### src/rtl/mole_scorer_if.sv
// Signal bundle between the switch/mole front end and the scoring engine.
// The master drives the game level, switches and mole pattern; the slave returns the scoring results.
interface mole_scorer_if #(
    parameter int N_HOLES = 18,
    parameter int SCORE_W = 10,
    parameter int MISS_W  = 8
);
    logic               game_active;
    logic [N_HOLES-1:0] sw;
    logic [N_HOLES-1:0] mole;
    logic [N_HOLES-1:0] hit_mask;
    logic               hit_pulse;
    logic               miss_pulse;
    logic [SCORE_W-1:0] score;
    logic [MISS_W-1:0]  misses;
    logic [1:0]         state;

    modport master (
        output game_active, sw, mole,
        input  hit_mask, hit_pulse, miss_pulse, score, misses, state
    );

    modport slave (
        input  game_active, sw, mole,
        output hit_mask, hit_pulse, miss_pulse, score, misses, state
    );
endinterface

### src/rtl/mole_scorer.sv
// Whack-a-mole hit/miss scorer: scores every switch toggle against the lit holes,
// counts each mole appearance at most once, and keeps saturating score/miss totals.
module mole_scorer #(
    parameter int N_HOLES = 18,
    parameter int SCORE_W = 10,
    parameter int MISS_W  = 8
) (
    input  logic         clk,
    input  logic         rst,
    mole_scorer_if.slave bus
);
    localparam logic [1:0] S_IDLE = 2'b00;
    localparam logic [1:0] S_RUN  = 2'b01;
    localparam logic [1:0] S_DONE = 2'b10;

    localparam int PC_W   = $clog2(N_HOLES + 1);
    // Sums are wide enough for a full-board hit even when the counter is narrower than the popcount.
    localparam int SSUM_W = ((SCORE_W > PC_W) ? SCORE_W : PC_W) + 1;
    localparam int MSUM_W = ((MISS_W > PC_W) ? MISS_W : PC_W) + 1;

    logic [1:0]         r_state;
    logic [N_HOLES-1:0] r_sw_q;
    logic [N_HOLES-1:0] r_claimed;
    logic [N_HOLES-1:0] r_hit_mask;
    logic               r_hit_pulse;
    logic               r_miss_pulse;
    logic [SCORE_W-1:0] r_score;
    logic [MISS_W-1:0]  r_misses;

    logic [1:0]         w_state_next;
    logic               w_scoring;
    logic               w_start;
    logic [N_HOLES-1:0] w_edge;
    logic [N_HOLES-1:0] w_hit;
    logic [N_HOLES-1:0] w_miss;
    logic [PC_W-1:0]    w_hit_cnt;
    logic [PC_W-1:0]    w_miss_cnt;
    logic [SSUM_W-1:0]  w_score_sum;
    logic [MSUM_W-1:0]  w_miss_sum;
    logic [SCORE_W-1:0] w_score_next;
    logic [MISS_W-1:0]  w_misses_next;

    function automatic logic [PC_W-1:0] popcount(input logic [N_HOLES-1:0] v);
        logic [PC_W-1:0] c;
        c = '0;
        for (int i = 0; i < N_HOLES; i++) begin
            c = c + PC_W'(v[i]);
        end
        return c;
    endfunction

    always_comb begin
        w_state_next = r_state;
        case (r_state)
            S_IDLE:  if (bus.game_active)  w_state_next = S_RUN;
            S_RUN:   if (!bus.game_active) w_state_next = S_DONE;
            S_DONE:  if (bus.game_active)  w_state_next = S_RUN;
            default: w_state_next = S_IDLE;
        endcase
    end

    // The cycle game_active falls is already outside the scoring window.
    assign w_scoring = (r_state == S_RUN) && bus.game_active;
    assign w_start   = (r_state != S_RUN) && (w_state_next == S_RUN);

    assign w_edge = bus.sw ^ r_sw_q;
    assign w_hit  = w_edge & bus.mole & ~r_claimed & {N_HOLES{w_scoring}};
    assign w_miss = w_edge & ~bus.mole & {N_HOLES{w_scoring}};

    assign w_hit_cnt  = popcount(w_hit);
    assign w_miss_cnt = popcount(w_miss);

    assign w_score_sum   = SSUM_W'(r_score) + SSUM_W'(w_hit_cnt);
    assign w_miss_sum    = MSUM_W'(r_misses) + MSUM_W'(w_miss_cnt);
    assign w_score_next  = (|w_score_sum[SSUM_W-1:SCORE_W]) ? {SCORE_W{1'b1}} : w_score_sum[SCORE_W-1:0];
    assign w_misses_next = (|w_miss_sum[MSUM_W-1:MISS_W]) ? {MISS_W{1'b1}} : w_miss_sum[MISS_W-1:0];

    always_ff @(posedge clk or posedge rst) begin
        if (rst) begin
            r_state      <= S_IDLE;
            r_sw_q       <= '0;
            r_claimed    <= '0;
            r_hit_mask   <= '0;
            r_hit_pulse  <= 1'b0;
            r_miss_pulse <= 1'b0;
            r_score      <= '0;
            r_misses     <= '0;
        end else begin
            r_state      <= w_state_next;
            r_sw_q       <= bus.sw;
            r_hit_mask   <= w_hit;
            r_hit_pulse  <= |w_hit;
            r_miss_pulse <= |w_miss;
            if (w_start) begin
                r_claimed <= '0;
                r_score   <= '0;
                r_misses  <= '0;
            end else begin
                // A hole whose mole is down loses its claim, even if it is being hit this cycle.
                r_claimed <= (r_claimed | w_hit) & bus.mole;
                if (w_scoring) begin
                    r_score  <= w_score_next;
                    r_misses <= w_misses_next;
                end
            end
        end
    end

    assign bus.hit_mask   = r_hit_mask;
    assign bus.hit_pulse  = r_hit_pulse;
    assign bus.miss_pulse = r_miss_pulse;
    assign bus.score      = r_score;
    assign bus.misses     = r_misses;
    assign bus.state      = r_state;
endmodule
### src/flat_wrapper.sv
// flat-port wrapper written by rule: the top's interface ports become plain ports
module mole_scorer_flat 
#(
    parameter int N_HOLES = 18,
    parameter int SCORE_W = 10,
    parameter int MISS_W  = 8
)
  (clk, rst, bus_game_active, bus_sw, bus_mole, bus_hit_mask, bus_hit_pulse, bus_miss_pulse, bus_score, bus_misses, bus_state);
  mole_scorer_if #(.N_HOLES(N_HOLES), .SCORE_W(SCORE_W), .MISS_W(MISS_W)) bus_i ();
  input  logic clk;
  input  logic rst;
  input wire logic [$bits(bus_i.game_active)-1:0] bus_game_active;
  input wire logic [$bits(bus_i.sw)-1:0] bus_sw;
  input wire logic [$bits(bus_i.mole)-1:0] bus_mole;
  output wire logic [$bits(bus_i.hit_mask)-1:0] bus_hit_mask;
  output wire logic [$bits(bus_i.hit_pulse)-1:0] bus_hit_pulse;
  output wire logic [$bits(bus_i.miss_pulse)-1:0] bus_miss_pulse;
  output wire logic [$bits(bus_i.score)-1:0] bus_score;
  output wire logic [$bits(bus_i.misses)-1:0] bus_misses;
  output wire logic [$bits(bus_i.state)-1:0] bus_state;
  assign bus_i.game_active = bus_game_active;
  assign bus_i.sw = bus_sw;
  assign bus_i.mole = bus_mole;
  assign bus_hit_mask = bus_i.hit_mask;
  assign bus_hit_pulse = bus_i.hit_pulse;
  assign bus_miss_pulse = bus_i.miss_pulse;
  assign bus_score = bus_i.score;
  assign bus_misses = bus_i.misses;
  assign bus_state = bus_i.state;
  mole_scorer #(.N_HOLES(N_HOLES), .SCORE_W(SCORE_W), .MISS_W(MISS_W)) u_core (.clk(clk), .rst(rst), .bus(bus_i));
endmodule
### config.mk
export PLATFORM = sky130hd
export DESIGN_NAME = mole_scorer_flat
export DESIGN_NICKNAME = d
export VERILOG_FILES = /design/src/rtl/mole_scorer_if.sv /design/src/rtl/mole_scorer.sv /design/src/flat_wrapper.sv
export SDC_FILE = /design/constraint.sdc
export NUM_CORES = 1
export LEC_CHECK = 0
export CORE_AREA = 2 2 86 96
export CTS_CLUSTER_SIZE = 24
export DETAILED_ROUTE_END_ITERATION = 16
export DIE_AREA = 0 0 88 98
export DONT_BUFFER_PORTS = 1
export PLACE_DENSITY_LB_ADDON = 0.3
export SETUP_SLACK_MARGIN = 0.2
export SLEW_MARGIN = 40
export SYNTH_ARGS = -nofsm -noshare
export SYNTH_HDL_FRONTEND = slang
export SYNTH_SLANG_ARGS = --single-unit
### constraint.sdc
create_clock -name clk -period 15.5 [get_ports clk]
set_clock_uncertainty 0.05 [all_clocks]
set_input_delay 3.1 -clock clk [delete_from_list [all_inputs] [get_ports clk]]
set_output_delay 3.1 -clock clk [all_outputs]
set_load 0.02 [all_outputs]
==> results of run 1 <==
-- routing by layer --
layer	part of all wire	vias up
met5	0	-
met4	0.031	0
met3	0.062	23
met2	0.51	99
met1	0.39	1514
li1	-	1422
-- power groups by stage --
stage | combinational [mW] | sequential [mW] | clock, mW
after floorplan | 0.0656 | 0.232 | 0
after global placement | 0.0766 | 0.236 | 0
after detailed placement | 0.0805 | 0.236 | 0
after CTS | 0.0809 | 0.232 | 0.160
after global routing | 0.0920 | 0.234 | 0.169
final | 0.0799 | 0.232 | 0.155
-- how the worst min path moves through the flow --
stage,cells past startpoint,slack (ns),to,start
2_1_floorplan,1,0.38,u_core.bus.hit_mask[15]$_DFF_PP0_,u_core.r_claimed[15]$_DFF_PP0_
3_3_place_gp,1,0.42,u_core.bus.hit_mask[9]$_DFF_PP0_,u_core.r_claimed[9]$_DFF_PP0_
3_5_place_dp,1,0.43,u_core.bus.hit_mask[16]$_DFF_PP0_,u_core.r_claimed[16]$_DFF_PP0_
4_1_cts,1,0.44,u_core.bus.hit_mask[7]$_DFF_PP0_,u_core.r_claimed[7]$_DFF_PP0_
5_1_grt,1,0.46,u_core.bus.hit_mask[7]$_DFF_PP0_,u_core.r_claimed[7]$_DFF_PP0_
6_report,1,0.44,u_core.bus.hit_mask[12]$_DFF_PP0_,u_core.r_claimed[12]$_DFF_PP0_
-- stage by stage --
step | instance area [um2] | hold WS, ns
final | 4780 | 0.442
after global routing | 4780 | 0.456
after CTS | 4780 | 0.440
after detailed placement | 4570 | 0.428
after global placement | 4570 | 0.416
after floorplan | 4500 | 0.384
-- worst register-to-register path, cell delays in order, from the launching register on --
cell and delay [ns]:
dfrtp_1 0.63, nand3b_4 0.46, or3_1 0.53, inv_1 0.07, ha_1 0.21, inv_1 0.08, fa_1 0.42, fa_1 0.52
fa_1 0.51, fa_1 0.51, fa_1 0.47, fa_1 0.50, inv_1 0.07, fa_1 0.45, a211o_1 0.30, a21oi_1 0.33
nor2_1 0.18, o21ai_0 0.20, nand2_1 0.07
-- cells in the mapped netlist, drive strengths merged (4+ instances only) --
cell,number,area [um2]
or2,4,25.0
nand3b,7,65.1
xnor2,21,184
nor3,4,20.0
buf,12,72.6
nand3,8,45.0
o211a,15,150
xor2,7,61.3
o21bai,4,30.0
a21o,6,45.0
fa,26,521
a21oi,18,101
nand2,40,153
inv,48,180
nor4b,6,71.3
o21ai,14,70.1
nor2,25,93.8
ha,22,275
dfrtp,76,1900
or3,14,87.6
-- final cells by class --
class	instances	area (um2)	area share
multi-input combinational	282	2340	0.489
clock inverter	6	70.1	0.0147
sequential	76	1900	0.398
inverter	48	180	0.0377
clock buffer	10	138	0.0288
tap	108	135	0.0283
timing repair buffer	2	18.8	0.00393
-- state kept, by name, summed over array words and instances, names as in the netlist --
register and count:
u_core.bus.hit_mask 18, u_core.bus.hit_pulse 1, u_core.bus.miss_pulse 1, u_core.bus.misses 8, u_core.bus.score 10, u_core.bus.state 2
u_core.r_claimed 18, u_core.r_sw_q 18
-- cell families (layout without fill, tap and decap cells) --
| kind of cell | after synthesis | count (layout) | share of synthesized area |
|---|---|---|---|
| AND/OR/NAND/NOR | 129 | 129 | 0.162 |
| AO/OA/AOI/OAI | 77 | 77 | 0.126 |
| adder cells (fa/ha/maj) | 48 | 48 | 0.177 |
| XOR/XNOR | 28 | 28 | 0.0545 |
| buffers and inverters | 62 | 66 | 0.0579 |
| flip-flops | 76 | 76 | 0.423 |
==> results by group, run 1 <==
Status
  – Status: complete, no violations

STA
  – Final number of hold-violating endpoints: 0
  – Worst Tran Pin Value: 0.749 ns
  – Unrepaired setup endpoints after global routing: no
  – Peak Freq: 0.115 GHz
  – Final setup margin: 6.82 ns
  – Min cycle time layout: 8.68 ns
  – Pins Over Slew Limit: 0
  – Slew headroom: 0.494
  – Setup-failing EPs final: 0
  – Final setup TNS: 0 ns
  – Tcrit/Tclk final: 0.560

Routing
  – DR pass1 iterations: 4
  – Initial DRC count: 109
  – DR vias/cell: 5.75
  – DRC viols: 0
  – Wirelength per Cell: 17.1 um
  – Post-route ant nets: 0
  – Total number of vias: 3058
  – Routed Wire Length: roughly 9 mm

Global route
  – GR Layer Usage met1: 0.265
  – Grt met2 use: 0.375
  – Antenna violations before repair: 0
  – First-pass GRT wire length: 15.0 mm
  – GRT busiest layer: met2
  – GRT overflow: 0
  – GRT met3 Usage: 0.0626
  – Vias in the first global route: 3179
  – GRT Util Overall: 0.228
  – Largest net degree at the start of global routing: slightly below 80

Flow run
  – Max-Cap Viols: 0

Synth
  – Post-synth EDFFs: 0
  – Syn Inst Count: 420
  – Ys Warns: 0
  – Dominant synthesized flop cell: dfrtp_1
  – Post-synthesis register bit count: 76
  – Post-synthesis cell type count: 55
  – Syn Nets: slightly above 500
  – Syn_area_per_cell: 10.7 um2
  – Ys async rst share: 1.00
  – Cell area after synthesis: 4500 um2
  – Sequential element share of the synthesized area: 0.423

Worst setup path
  – CP endpoint: u_core.bus.misses[3]$_DFFE_PP0P_
  – R2R cell count: 18
  – Setup crit start: bus_game_active
  – RR Endpoint: u_core.bus.misses[3]$_DFFE_PP0P_
  – Crit-path most repeated cell: fa_1
  – Crit path DAT: 8.86 ns
  – WP buf/inv: 3
  – Crit path max fanout: 40
  – Crit path required time: 15.68 ns
  – Crit-path slowest cell: fa_1
  – Crit path kind: in -> reg
  – Cell family with most CP delay: adder cells
  – Cells along the critical path: nand3b_4, or3_1, inv_1, ha_1, inv_1, fa_1, fa_1, fa_1, fa_1, fa_1, fa_1, inv_1, fa_1, a211o_1, a21oi_1, nor2_1, o21ai_0, nand2_1
  – FF-to-FF Start: u_core.bus.state[0]$_DFF_PP0_
  – Levels on crit path: 18
  – CP Capture Type: register
  – Worst Setup Start Kind: primary input
  – Max incr delay on CP: 0.52 ns
  – R2R Setup Slk: 8.83 ns

Die
  – Starting Density: 0.584
  – Die area: 8620 um2
  – IO Count: between 70 and 80
  – Chip height: 98 um
  – Core ar.: 7700 um2
  – Die Width: 88 um
  – # rows: 34

Final layout
  – Fillers: ~650
  – Commonest non-fill, non-tap cells in the layout: dfrtp_1, inv_1, nand2_1, fa_1, nor2_1
  – N_diodes: 0
  – Layout cell share with drive strength beyond 1: 0.0849
  – Nets: 506
  – Non-Filler Instances: 532
  – Commonest non-fill, non-tap cell in the layout: dfrtp_1
  – Area delta synth->final: 6.29%
  – Final Util: 0.621

Placed design
  – Cells after DPL: 516
  – Port bufs: 0
  – Routability cong.: 0.914
  – DP Worst Slack: roughly 6.4 ns
  – Post-DP HPWL: 7.15 mm

Power
  – P per Cell Area: 97.7 nW/um2
  – Combinational power share: 0.171
  – Switching share of power: 0.309
  – Total Power: 467 uW
  – Switch Pwr: around 140 uW
  – Max IR drop VDD: around 0.000060 V
  – Int Pwr: 323 uW
  – Clk pwr share: 0.332
  – Part of the power in registers: 0.497
  – Lkg Pwr: roughly 2.5 nW

Hold path
  – Hold Path Class: reg -> reg

Clock tree
  – CTS tree: done
  – Clock sinks: 76
  – CTS buffer count: 9
  – Max clock buf depth: 2
  – Cts repair resizes: 0
  – Skew-Pair Late Insertion Delay: 0.35 ns
  – H-tree levels: 3
  – Clk pin slew, worst setup/hold paths: about 0.080 ns
  – Hold_buf cts: 0
  – Post-CTS Setup Bufs: 0
  – Root buf cell: clkbuf_8
No activity file was read; power rests on OpenSTA's default activity.
==> run 2: changes to the inputs <==
==> constraint.sdc (replaced) <==
create_clock -name clk -period 8.65 [get_ports clk]
set_clock_uncertainty 0.05 [all_clocks]
set_input_delay 1.73 -clock clk [delete_from_list [all_inputs] [get_ports clk]]
set_output_delay 1.73 -clock clk [all_outputs]
set_load 0.02 [all_outputs]
==> run 2 against run 1 <==
Via count shrank 1.4%. Worst hold slack lost 0.0015 ns. Critical path type unchanged. Global-route usage grew 0.30 points. Combinational power grew 78%. Count of clock-buffer cells in the layout grew 1. Cell count is the same. Largest cell class unchanged. Core utilization shrank 0.20 points. Largest power group unchanged. Sequential power grew 79%.
==> results by group, run 2 (synthesis gave the netlist of run 1 again) <==
STA
  – Peak Freq: 0.137 GHz
  – Worst Tran Pin Value: roughly 0.67 ns
  – Unrepaired setup endpoints after global routing: no
  – Final setup TNS: 0 ns
  – Pins Over Slew Limit: 0
  – Slew headroom: 0.556
  – Final number of hold-violating endpoints: 0
  – Tcrit/Tclk final: 0.844
  – Min cycle time layout: 7.30 ns
  – Setup-failing EPs final: 0
  – Final setup margin: ~1.3 ns
  – WHS: around 0.44 ns

Final layout
  – Commonest non-fill, non-tap cell in the layout: dfrtp_1
  – Nets: 506
  – Commonest non-fill, non-tap cells in the layout: dfrtp_1, inv_1, nand2_1, fa_1, nor2_1
  – Area delta synth->final: 5.95%
  – Layout cell share with drive strength beyond 1: 0.0802
  – Fillers: around 630
  – Final instance area: 4770 um2
  – N_diodes: 0

Worst setup path
  – Cells along the critical path: nand3b_4, or3_1, inv_1, ha_1, inv_1, fa_1, fa_1, fa_1, fa_1, fa_1, fa_1, inv_1, fa_1, a211o_1, a21oi_1, nor2_1, o21ai_0, nand2_1
  – Crit path DAT: 7.49 ns
  – Cell family with most CP delay: adder cells
  – Worst Setup Start Kind: primary input
  – CP Capture Type: register
  – Levels on crit path: 18
  – Max incr delay on CP: roughly 0.52 ns
  – Crit path max fanout: 40
  – R2R cell count: 18
  – Crit-path most repeated cell: fa_1
  – Crit path required time: 8.84 ns
  – WP buf/inv: 3
  – Crit path kind: in -> reg
  – Crit-path slowest cell: fa_1

Clock tree
  – Root buf cell: clkbuf_8
  – H-tree levels: 3
  – Cts repair resizes: 0
  – Skew-Pair Late Insertion Delay: 0.35 ns
  – CTS buffer count: 9
  – Post-CTS Setup Bufs: 0
  – CTS tree: done
  – Clock sinks: between 70 and 80
  – Hold_buf cts: 0
  – Max clock buf depth: 2
  – Clk pin slew, worst setup/hold paths: 0.08 ns

Placed design
  – Post-DP HPWL: 7.11 mm
  – DP Worst Slack: 0.954 ns
  – Routability cong.: 0.914
  – Port bufs: 0
  – Dpl cell area: 4570 um2

Flow run
  – Max-Cap Viols: 0

Routing
  – Wirelength per Cell: 17.1 um
  – Initial DRC count: 159
  – DRC viols: 0
  – Post-route ant nets: 0
  – DR vias/cell: between 5 and 6
  – Routed Wire Length: between 9 and 10 mm
  – DR pass1 iterations: 4
  – Total number of vias: 3015

Global route
  – Antenna violations before repair: 0
  – GRT overflow: 0
  – Vias in the first global route: 3209
  – GRT Util Overall: 0.231
  – First-pass GRT wire length: 15.2 mm
  – Largest net degree at the start of global routing: 77

Die
  – Chip height: 98 um
  – Core ar.: 7700 um2
  – IO Count: 79
  – Die area: 8620 um2
  – Die Width: a little under 90 um
  – # rows: 34
  – Starting Density: 0.584

Power
  – P per Cell Area: 173 nW/um2
  – Total Power: 825 uW
  – Max IR drop VDD: 0.000119 V
  – Lkg Pwr: 2.53 nW

Hold path
  – Hold Path Class: reg -> reg
  – Worst hold path stage count: 1

Status
  – Status: complete, no violations
run 2: changes by cell type in the layout (fill, tap and decap cells not counted), sizes merged:
cell	delta
clkinv	-3
clkinvlp	+3
clkbuf	+1
inv	-1
run 2: worst register-to-register path: stages (launching register included):
cell	delay, ns
dfrtp_1	0.63
nand3b_4	0.46
or3_1	0.52
inv_1	0.07
ha_1	0.21
inv_1	0.08
fa_1	0.42
fa_1	0.52
fa_1	0.51
fa_1	0.51
fa_1	0.47
fa_1	0.49
inv_1	0.07
fa_1	0.45
a211o_1	0.31
a21oi_1	0.33
nor2_1	0.18
o21ai_0	0.21
nand2_1	0.07
run 2: per-layer routing:
metal,vias up,part of all wire,global-route usage
met5,-,0,0
met4,0,0.037,0.111
met3,28,0.062,0.0609
met2,101,0.51,0.379
met1,1465,0.39,0.281
li1,1421,-,-
run 2: layout make-up:
class | instances | area, um2 | share of cell area
Clock buffer | 11 | 131 | 0.0276
Clock inverter | 5 | 61.3 | 0.0129
Inverter | 48 | 180 | 0.0378
Multi-Input combinational cell | 282 | 2340 | 0.490
Sequential cell | 76 | 1900 | 0.399
Tap cell | 108 | 135 | 0.0284
Timing Repair Buffer | 2 | 18.8 | 0.00394
run 2: path summary, 6_finish.rpt:
path | startpoint | end | slack, ns
min in group asynchronous | rst | u_core.r_sw_q[1]$_DFF_PP0_ | 1.39
worst max register to register | u_core.bus.state[0]$_DFF_PP0_ | u_core.bus.misses[3]$_DFFE_PP0P_ | 1.98
worst min register to register | u_core.r_claimed[7]$_DFF_PP0_ | u_core.bus.hit_mask[7]$_DFF_PP0_ | 0.44
worst max-delay path | bus_game_active | u_core.bus.misses[3]$_DFFE_PP0P_ | 1.35
worst min-delay path | u_core.r_claimed[7]$_DFF_PP0_ | u_core.bus.hit_mask[7]$_DFF_PP0_ | 0.44
max in group asynchronous | rst | u_core.r_claimed[10]$_DFF_PP0_ | 6.71
run 2: stage by stage:
step	utilization	instances
2_1_floorplan	-	420
3_3_place_gp	0.593	516
3_5_place_dp	0.594	516
4_1_cts	0.619	532
5_1_grt	0.619	532
6_report	0.619	532
run 2: power by group:
part	leakage [nW]	switching [mW]	internal (mW)
clock	0.0862	0.133	0.134
combinational	1.44	0.0848	0.0575
sequential	1.00	0.0388	0.377
total	2.53	0.256	0.569
